===== config.mk =====
export PLATFORM = sky130hd
export DESIGN_NAME = noc_port_rx
export DESIGN_NICKNAME = d
export VERILOG_FILES = /design/src/rtl/noc_port_rx.sv
export SDC_FILE = /design/constraint.sdc
export NUM_CORES = 1
export LEC_CHECK = 0
export ABC_CLOCK_PERIOD_IN_PS = 2800
export CORE_MARGIN = 2
export CORE_UTILIZATION = 48
export DETAILED_ROUTE_END_ITERATION = 10
export GPL_TIMING_DRIVEN = 0
export PLACE_DENSITY_LB_ADDON = 0.08
export SYNTH_ARGS = -nofsm -noshare
export SYNTH_HDL_FRONTEND = slang
export SYNTH_SLANG_ARGS = --single-unit

===== constraint.sdc =====
create_clock -name clk -period 2.8 [get_ports clk]
set_input_delay 0.56 -clock clk [delete_from_list [all_inputs] [get_ports clk]]
set_output_delay 0.56 -clock clk [all_outputs]
set_load 0.005 [all_outputs]

===== src/rtl/noc_port_rx.sv =====
// -----------------------------------------------------------------------------
// noc_port_rx
//
// Receive side of a NoC port. Flits arriving from the network interface are
// parsed into packets (header, 1-4 data flits, 8'hFF trailer), written into a
// small flit FIFO and steered to one of four destinations. Malformed traffic is
// dropped up to the next 8'hFF. A missing trailer after four data flits is
// repaired by writing a synthesized trailer.
//
// Parameters
//   FIFO_DEPTH  number of flit buffer entries (power of two, >= 2)
//   HEADER_ID   expected value of header bits [7:2]
//
// Ports
//   clk, rst_n             clock, asynchronous active-low reset
//   in_flit/in_valid       flit from the NI
//   in_ready               port can accept a flit
//   out_flit/out_last      FIFO head flit and its trailer marker
//   out_valid[3:0]         one-hot valid toward the selected destination
//   out_ready[3:0]         per-destination accept
//   hdr_err, frm_err       one-cycle error pulses (bad header, missing trailer)
//   pkt_count, err_count   saturating statistics counters
//
// Configuration
//   NOC_RX_STATS_EN  when defined, pkt_count/err_count are live counters;
//                    otherwise they are tied to zero and no flops are built.
// -----------------------------------------------------------------------------
module noc_port_rx #(
  parameter int          FIFO_DEPTH = 4,
  parameter logic [5:0]  HEADER_ID  = 6'b101111
) (
  input  logic       clk,
  input  logic       rst_n,
  input  logic [7:0] in_flit,
  input  logic       in_valid,
  output logic       in_ready,
  output logic [7:0] out_flit,
  output logic       out_last,
  output logic [3:0] out_valid,
  input  logic [3:0] out_ready,
  output logic       hdr_err,
  output logic       frm_err,
  output logic [7:0] pkt_count,
  output logic [7:0] err_count
);

  localparam int AW = $clog2(FIFO_DEPTH);

  localparam logic [1:0] ST_HEAD = 2'd0;
  localparam logic [1:0] ST_BODY = 2'd1;
  localparam logic [1:0] ST_TAIL = 2'd2;
  localparam logic [1:0] ST_DROP = 2'd3;

  localparam logic [7:0]  TRAILER  = 8'hFF;
  localparam logic [AW:0] FULL_CNT = FIFO_DEPTH[AW:0];

  typedef struct packed {
    logic       hd;
    logic       last;
    logic [7:0] flit;
  } entry_t;

  // Input parser state
  logic [1:0] state_q, state_d;
  logic [2:0] dcnt_q, dcnt_d;

  // Flit buffer
  entry_t        mem [FIFO_DEPTH];
  logic [AW-1:0] wr_ptr_q, rd_ptr_q;
  logic [AW:0]   count_q;
  logic          full, empty;
  logic          push, pop;
  entry_t        push_entry;
  entry_t        head;

  // Routing and error pulses
  logic [1:0] route_q, cur_dest;
  logic       hdr_err_d, frm_err_d;
  logic       hdr_err_q, frm_err_q;
  logic       in_xfer;

  assign full  = (count_q == FULL_CNT);
  assign empty = (count_q == '0);

  // DROP swallows flits without writing, so it never backpressures.
  assign in_ready = (state_q == ST_DROP) || !full;
  assign in_xfer  = in_valid && in_ready;

  // ---------------------------------------------------------------------------
  // Input parser: decides what (if anything) is written for each accepted flit.
  // ---------------------------------------------------------------------------
  // NOTE: every signal driven here gets a default first, so no path can leave
  // one unassigned and infer a latch.
  always_comb begin
    state_d    = state_q;
    dcnt_d     = dcnt_q;
    push       = 1'b0;
    push_entry = '{hd: 1'b0, last: 1'b0, flit: in_flit};
    hdr_err_d  = 1'b0;
    frm_err_d  = 1'b0;

    if (in_xfer) begin
      case (state_q)
        ST_HEAD: begin
          if (in_flit[7:2] == HEADER_ID) begin
            push          = 1'b1;
            push_entry.hd = 1'b1;
            state_d       = ST_BODY;
            dcnt_d        = 3'd0;
          end else begin
            hdr_err_d = 1'b1;
            state_d   = ST_DROP;
          end
        end

        ST_BODY: begin
          push = 1'b1;
          if (dcnt_q == 3'd0) begin
            // The first data flit is payload even if it looks like a trailer.
            dcnt_d = 3'd1;
          end else if (in_flit == TRAILER) begin
            push_entry.last = 1'b1;
            state_d         = ST_HEAD;
            dcnt_d          = 3'd0;
          end else begin
            dcnt_d = dcnt_q + 3'd1;
            if (dcnt_q == 3'd3) begin
              state_d = ST_TAIL;
            end
          end
        end

        ST_TAIL: begin
          // Always close the packet in the buffer; a wrong flit here is
          // replaced by a synthesized trailer and the rest is discarded.
          push       = 1'b1;
          push_entry = '{hd: 1'b0, last: 1'b1, flit: TRAILER};
          state_d    = ST_HEAD;
          dcnt_d     = 3'd0;
          if (in_flit != TRAILER) begin
            frm_err_d = 1'b1;
            state_d   = ST_DROP;
          end
        end

        default: begin
          if (in_flit == TRAILER) begin
            state_d = ST_HEAD;
          end
        end
      endcase
    end
  end

  // NOTE: sequential state uses non-blocking assignments so every flop samples
  // the pre-edge values of its neighbours regardless of block ordering.
  always_ff @(posedge clk or negedge rst_n) begin
    if (!rst_n) begin
      state_q   <= ST_HEAD;
      dcnt_q    <= 3'd0;
      hdr_err_q <= 1'b0;
      frm_err_q <= 1'b0;
    end else begin
      state_q   <= state_d;
      dcnt_q    <= dcnt_d;
      hdr_err_q <= hdr_err_d;
      frm_err_q <= frm_err_d;
    end
  end

  // ---------------------------------------------------------------------------
  // Flit FIFO
  // ---------------------------------------------------------------------------
  always_ff @(posedge clk or negedge rst_n) begin
    if (!rst_n) begin
      wr_ptr_q <= '0;
      rd_ptr_q <= '0;
      count_q  <= '0;
    end else begin
      if (push) wr_ptr_q <= wr_ptr_q + 1'b1;
      if (pop)  rd_ptr_q <= rd_ptr_q + 1'b1;
      case ({push, pop})
        2'b10:   count_q <= count_q + 1'b1;
        2'b01:   count_q <= count_q - 1'b1;
        default: count_q <= count_q;
      endcase
    end
  end

  // NOTE: the storage array has no reset; entries are only observed while the
  // occupancy says they hold data, and resetting the pointers empties it.
  always_ff @(posedge clk) begin
    if (push) begin
      mem[wr_ptr_q] <= push_entry;
    end
  end

  assign head = mem[rd_ptr_q];

  // ---------------------------------------------------------------------------
  // Output routing: a header names its own destination; the body and trailer
  // follow the destination latched when that header left the FIFO.
  // ---------------------------------------------------------------------------
  assign cur_dest  = head.hd ? head.flit[1:0] : route_q;
  assign out_valid = empty ? 4'b0000 : (4'b0001 << cur_dest);
  assign out_flit  = empty ? 8'h00 : head.flit;
  assign out_last  = !empty && head.last;
  assign pop       = |(out_valid & out_ready);

  always_ff @(posedge clk or negedge rst_n) begin
    if (!rst_n) begin
      route_q <= 2'd0;
    end else if (pop && head.hd) begin
      route_q <= head.flit[1:0];
    end
  end

  assign hdr_err = hdr_err_q;
  assign frm_err = frm_err_q;

  // ---------------------------------------------------------------------------
  // Statistics
  // ---------------------------------------------------------------------------
`ifdef NOC_RX_STATS_EN
  logic [7:0] pkt_count_q, err_count_q;

  always_ff @(posedge clk or negedge rst_n) begin
    if (!rst_n) begin
      pkt_count_q <= 8'd0;
      err_count_q <= 8'd0;
    end else begin
      if (pop && head.last && (pkt_count_q != 8'hFF)) begin
        pkt_count_q <= pkt_count_q + 8'd1;
      end
      if ((hdr_err_q || frm_err_q) && (err_count_q != 8'hFF)) begin
        err_count_q <= err_count_q + 8'd1;
      end
    end
  end

  assign pkt_count = pkt_count_q;
  assign err_count = err_count_q;
`else
  assign pkt_count = 8'd0;
  assign err_count = 8'd0;
`endif

endmodule


* Word level (Yosys, flattened, before mapping)
Memories as Yosys holds them, arrays and structs flattened.
Index checks and enable logic that the tools add are counted.
** Word-level totals
- Bits in registers :: 16
- Bits in writable memories :: 40
- Input bits :: 15
- Output and inout bits :: 32
- Word-level logic and storage cells :: 77
- Memories :: 1
** Cells by class
- $add $sub $neg :: 5
- Equal/unequal tests :: 13
- Shifts and indexed selects :: 1
- Multiplexer cells :: 32
- Bitwise logic cells :: 1
- Reduce and logical (&&, ||, !) cells :: 16
** Memories
- mem :: depth 4, bits a word 10, rd ports 1, clocked after Yosys merged registers in 0, wr ports 1, RTL line 68 : entry_t mem [FIFO_DEPTH];
** Operators with widths (number)
- $mux W8 :: 2
- $mux W2 :: 7
- $mux W1 :: 13
- $mux W10 :: 1
- $mux W3 :: 3
- $pmux W3 S3 :: 1
- $eq A8 B8 Y1 const B :: 1
- $ne A8 B8 Y1 const B :: 1
- $add A3 B1 Y3 const B :: 2
- $eq A2 B2 Y1 const B :: 3
- $eq A6 B6 Y1 const B :: 1
- $logic_not A3 Y1 :: 2
- $pmux W2 S3 :: 1
- $pmux W3 S2 :: 1
- $add A2 B1 Y2 const B :: 2
- $and A4 B4 Y4 :: 1
- $eq A2 B1 Y1 const B :: 2
- $mux W4 :: 1
- $ne A2 B2 Y1 const B :: 2
- $pmux W1 S2 :: 2
- $reduce_and A4 Y1 :: 1
- $reduce_bool A4 Y1 :: 1
- $reduce_or A4 Y1 :: 1
- $shl A1 B2 Y4 const A :: 1
- other kinds (12) :: 15

* Longest topological paths before layout
An unclocked memory read counts as a cell.
- Depth in word-level cells :: 8
- Depth in mapped cells :: 12
- Gate-level depth less buffers :: 12

* Worst setup path before layout
OpenSTA, ideal clock, no wires.
- Path kind :: register to register
- Start :: reg rd_ptr_q[1]
- End :: reg count_q[2]
- Library setup time :: 0.079 ns
- Arrival :: 2.699 ns
- Data required time :: 2.721 ns
- Setup slack :: 0.021 ns
- Stages on the path, launching flop included :: 12
- Buffers on the path :: 1
- Period minus slack after synthesis :: 2.779 ns
- Cell sequence :: dfrtp_1 > clkbuf_1 > mux4_2 > mux2i_2 > mux2i_1 > o22ai_2 > ha_1 > inv_1 > fa_1 > xor2_1 > nor2_1 > xor2_1
** Between the ends
- Word-level cells in the longest chain between the ends :: 8
- Elaborated cells on any way between the ends :: 10
- Classes of those cells :: eq/ne (2); shift (1); mux (3); bitwise (1); reduce/logical (2); memory (1)
** Ends and longest elaborated chain
- start, declared :: RTL line 69 : logic [AW-1:0] wr_ptr_q, rd_ptr_q;
- start signal, assigned :: RTL line 181 : if (pop) rd_ptr_q <= rd_ptr_q + 1'b1;
- $mem_v2 Z4 W10 (*)
- $mux W2 (*) :: RTL line 204 : assign cur_dest = head.hd ? head.flit[1:0] : route_q;
- $shl A1 B2 Y4 (*) :: RTL line 205 : assign out_valid = empty ? 4'b0000 : (4'b0001 << cur_dest);
- $mux W4 (*) :: RTL line 205
- $and A4 B4 Y4 (*) :: RTL line 208 : assign pop = |(out_valid & out_ready);
- $reduce_or A4 Y1 (*) :: RTL line 208
- via pop :: RTL line 72 : logic push, pop;
- $eq A2 B1 Y1 or $eq A2 B2 Y1 (tied branches) :: RTL line 182 : case ({push, pop})
- $pmux W3 S2 or $reduce_bool A2 Y1 (tied branches)
- end signal, assigned :: RTL line 183 : 2'b10: count_q <= count_q + 1'b1;
- end signal, assigned :: RTL line 184 : 2'b01: count_q <= count_q - 1'b1;
- end signal, assigned :: RTL line 185 : default: count_q <= count_q;
- end, declared :: RTL line 70 : logic [AW:0] count_q;
Mark *: on every way through the listed nets, which the timed path passes. The rest lies on a longest branch.
A chain may end at the register's enable or synchronous reset.

* Worst setup path after layout
- Start :: reg rd_ptr_q[0]
- End :: reg count_q[2]
Same word-level chain as after synthesis.

==> out/results.txt <==
total die area: 6360 um2
maxcap violations: 0
cell taking the most area after synthesis: edfxtp_1
worst-skew pair later-pin latency: 0.31 ns
Critical Path AT: 3.10 ns
Worst Path Class, Setup: flip-flop to flip-flop
Initial DRC Count: 111
post-synthesis sequential area ratio: 58.1%
via density per instance: 4.78
Critical R2R Launch: rd_ptr_q[0]
Hold Crit Class: flip-flop to flip-flop
CP most frequent cell: xor2_1
most frequent cells in the layout: edfxtp_1 (40), clkdlybuf4s50_1 (25), buf_4 (22)
CP Capture Type: flip-flop
Leak: 0.00143 uW
CP required: 3.05 ns
pwr/cell area: 1040 nW/um2
Seq cells post-synth: 56
synthesized area: 2760 um2
Fillers: 434
total gr overflow: 0
failing checks: setup timing
Synth-to-Final Area Change: 23.6%
Crit-path slowest cell: mux4_2
Yosys cell types: 34
CP Cell Sequence: buf_4 -> mux4_2 -> mux2i_4 -> mux2i_1 -> o22ai_2 -> ha_2 -> inv_1 -> fa_1 -> xor2_1 -> nor2_1 -> xor2_1
post-placement setup slack: -0.630 ns
most common cell after layout, fill and taps aside: edfxtp_1
final hold viol count: 0
area fraction in and, or, nand and nor cells after synthesis: 10.9%
I/O pin cnt: 47
Root Driver: clkbuf_8
status: finished with violations
cell row count: 27
# DRC: 0
Initial Util: 49.8%
number of I/O port buffers: 30
largest family of logic cells by synthesized area: multiplexers
Post-synth EDFFs: 40
Via Count: 1581
max-slew violations: 0
area occupied by registers: 1600 um2
router iterations before antenna repair: 4
first-pass GRT wire length: 8030 um
slew margin rel.: 48.7%
Reg-to-Reg End: count_q[2]
period utilization: 102%
flop2flop setup slack: -0.05 ns
initial antenna violation count: 0
Post-DRT Antenna Nets: 0
layout cells sized above 1: 20.5%
area of the multi-input gates: 1060 um2
maximum VDD drop: 0.000588 V
CP Capture Point: count_q[2]
Synth top area share: 43.6%
CTS buffer count: 5
post-synthesis cell count: 199
unrepaired setup endpoints after global routing: true
clock buffer depth: 2
final setup vio count: 1
routability-driven placement congestion ratio: 0.806
Worst Max-Slew Pin Slew: 0.768 ns
Compound-Gate Fraction of Synth Area: 2.50%
Post-Synth XOR/XNOR Area: 1.91%
Clock Sinks: 56
DR WL/cell: 14.3 um
vias in the first global route: 1644
Worst path max stage delay: 0.54 ns
Core Footprint: 5540 um2
Die Height: 79.8 um
Synth Flop Type: edfxtp_1
Clock transition at path regs: 0.10 ns
Total Routed Length: 4730 um
top cells by area, synth: edfxtp_1 (44%), dfrtp_1 (15%), mux4_2 (8.2%), ha_1 (5.9%), buf_4 (4.6%)
ANT cells: 0
post-synthesis mux area share: 13.3%
Total GRT Usage: 16.8%
crit path launch type: flip-flop
DP Wirelength: 3470 um
asr flop ratio synth: 28.6%
clk_skew: 0.00978 ns
pin count of the biggest net entering global routing: 19
H-Tree Depth: 2
Synthesis Warnings: 0
CTS tree: done
minimum clock period: 2.85 ns
fin worst setup slack: -0.0509 ns
Mapped Avg Cell Area: 13.9 um2
reg2reg path depth: 11
final hold slack: 0.508 ns
Critical Path Fanout Max: 4
# nets final: 287
cts hold-fix bufs: 0
Max Freq: 351 MHz
Die Wd: 79.8 um
Adder-Cell Fraction of Synth Area: 6.63%
CP startpoint: rd_ptr_q[0]
final core occ: 61.5%
## Yosys cell counts (5+ instances only)
cell       n
nand2_1    9
buf_4     17
nand2b_1   9
edfxtp_1  40
nor2b_1    9
nor2_1    12
and2_1     5
mux2i_1    6
dfrtp_1   16
mux4_2    10
ha_1      13
inv_1     12
## kinds of logic (layout without fill, tap and decap cells)
logic type / after synthesis / count (layout)
XOR/XNOR: 6 / 6
AND/OR/NAND/NOR: 57 / 57
buffers and inverters: 31 / 76
other: 1 / 16
AO/OA/AOI/OAI: 11 / 11
multiplexers: 23 / 23
flip-flops: 56 / 56
adder cells (fa/ha/maj): 14 / 14
## sequential cells by signal, summed over array words and instances (netlist names)
signal / flops
mem: 40
count_q: 3
dcnt_q: 3
rd_ptr_q: 2
route_q: 2
state_q: 2
wr_ptr_q: 2
frm_err: 1
hdr_err: 1
## repair_timing
item / CTS / global route
pin swaps: 0 / 3
setup buffers: 3 / 4
gates resized for setup: 8 / 9
endpoints found under the setup margin: 49 / 10
## layout make-up
class                           count  share of cell area (%)
Buffer                             19                    4.22
Clock buffer                        5                    2.02
Clock inverter                      3                   0.625
Inverter                           12                    1.32
Multi-Input combinational cell    127                    31.2
Sequential cell                    56                    47.0
Tap cell                           72                    2.65
Timing Repair Buffer               37                    10.9
## metrics by stage
| stage | cell area (um2) | std cells | power [uW] | TNS, ns |
|---|---|---|---|---|
| after floorplan | 2810 | 214 | 2350 | 0 |
| after global placement | 3200 | 316 | 2910 | -21.12 |
| after detailed placement | 3200 | 316 | 2950 | -21.44 |
| after CTS | 3350 | 327 | 3490 | -0.698 |
| after global routing | 3410 | 331 | 3830 | -0.211 |
| final | 3410 | 331 | 3550 | -0.0509 |
## report_power, final
group / switching (uW) / internal [uW] / total, uW
Sequential: 109 / 1130 / 1240
Combinational: 845 / 1020 / 1870
Clock: 263 / 178 / 441
Total: 1220 / 2340 / 3550
## worst max-delay path, delay by kind of cell, from the launching register on
| family | cells | cell delay, ns |
|---|---|---|
| compound gates | 1 | 0.28 |
| xor+xnor | 2 | 0.29 |
| simple gates | 1 | 0.11 |
| fa+ha+maj | 2 | 0.59 |
| buf+inv | 2 | 0.19 |
| flops | 1 | 0.44 |
| mux | 3 | 0.90 |
## routing by layer
metal,GRT usage [%],share of wire (%),vias up
met3,4.30,3.0,7
met4,4.92,1.3,0
met5,0,0,-
met1,22.2,46,756
met2,27.6,50,28
li1,-,-,790
## how the worst min path moves through the flow
stage                    start          to  slack, ns  cells after the start
floorplan                rst_n  count_q[0]       0.26                      0
global placement    route_q[1]  route_q[1]       0.47                      1
detailed placement  route_q[1]  route_q[1]       0.49                      1
CTS                 count_q[2]  count_q[2]       0.51                      1
global route        count_q[2]  count_q[2]       0.53                      1
finish              count_q[2]  count_q[2]       0.51                      1
(Power assumes the default switching activity.)
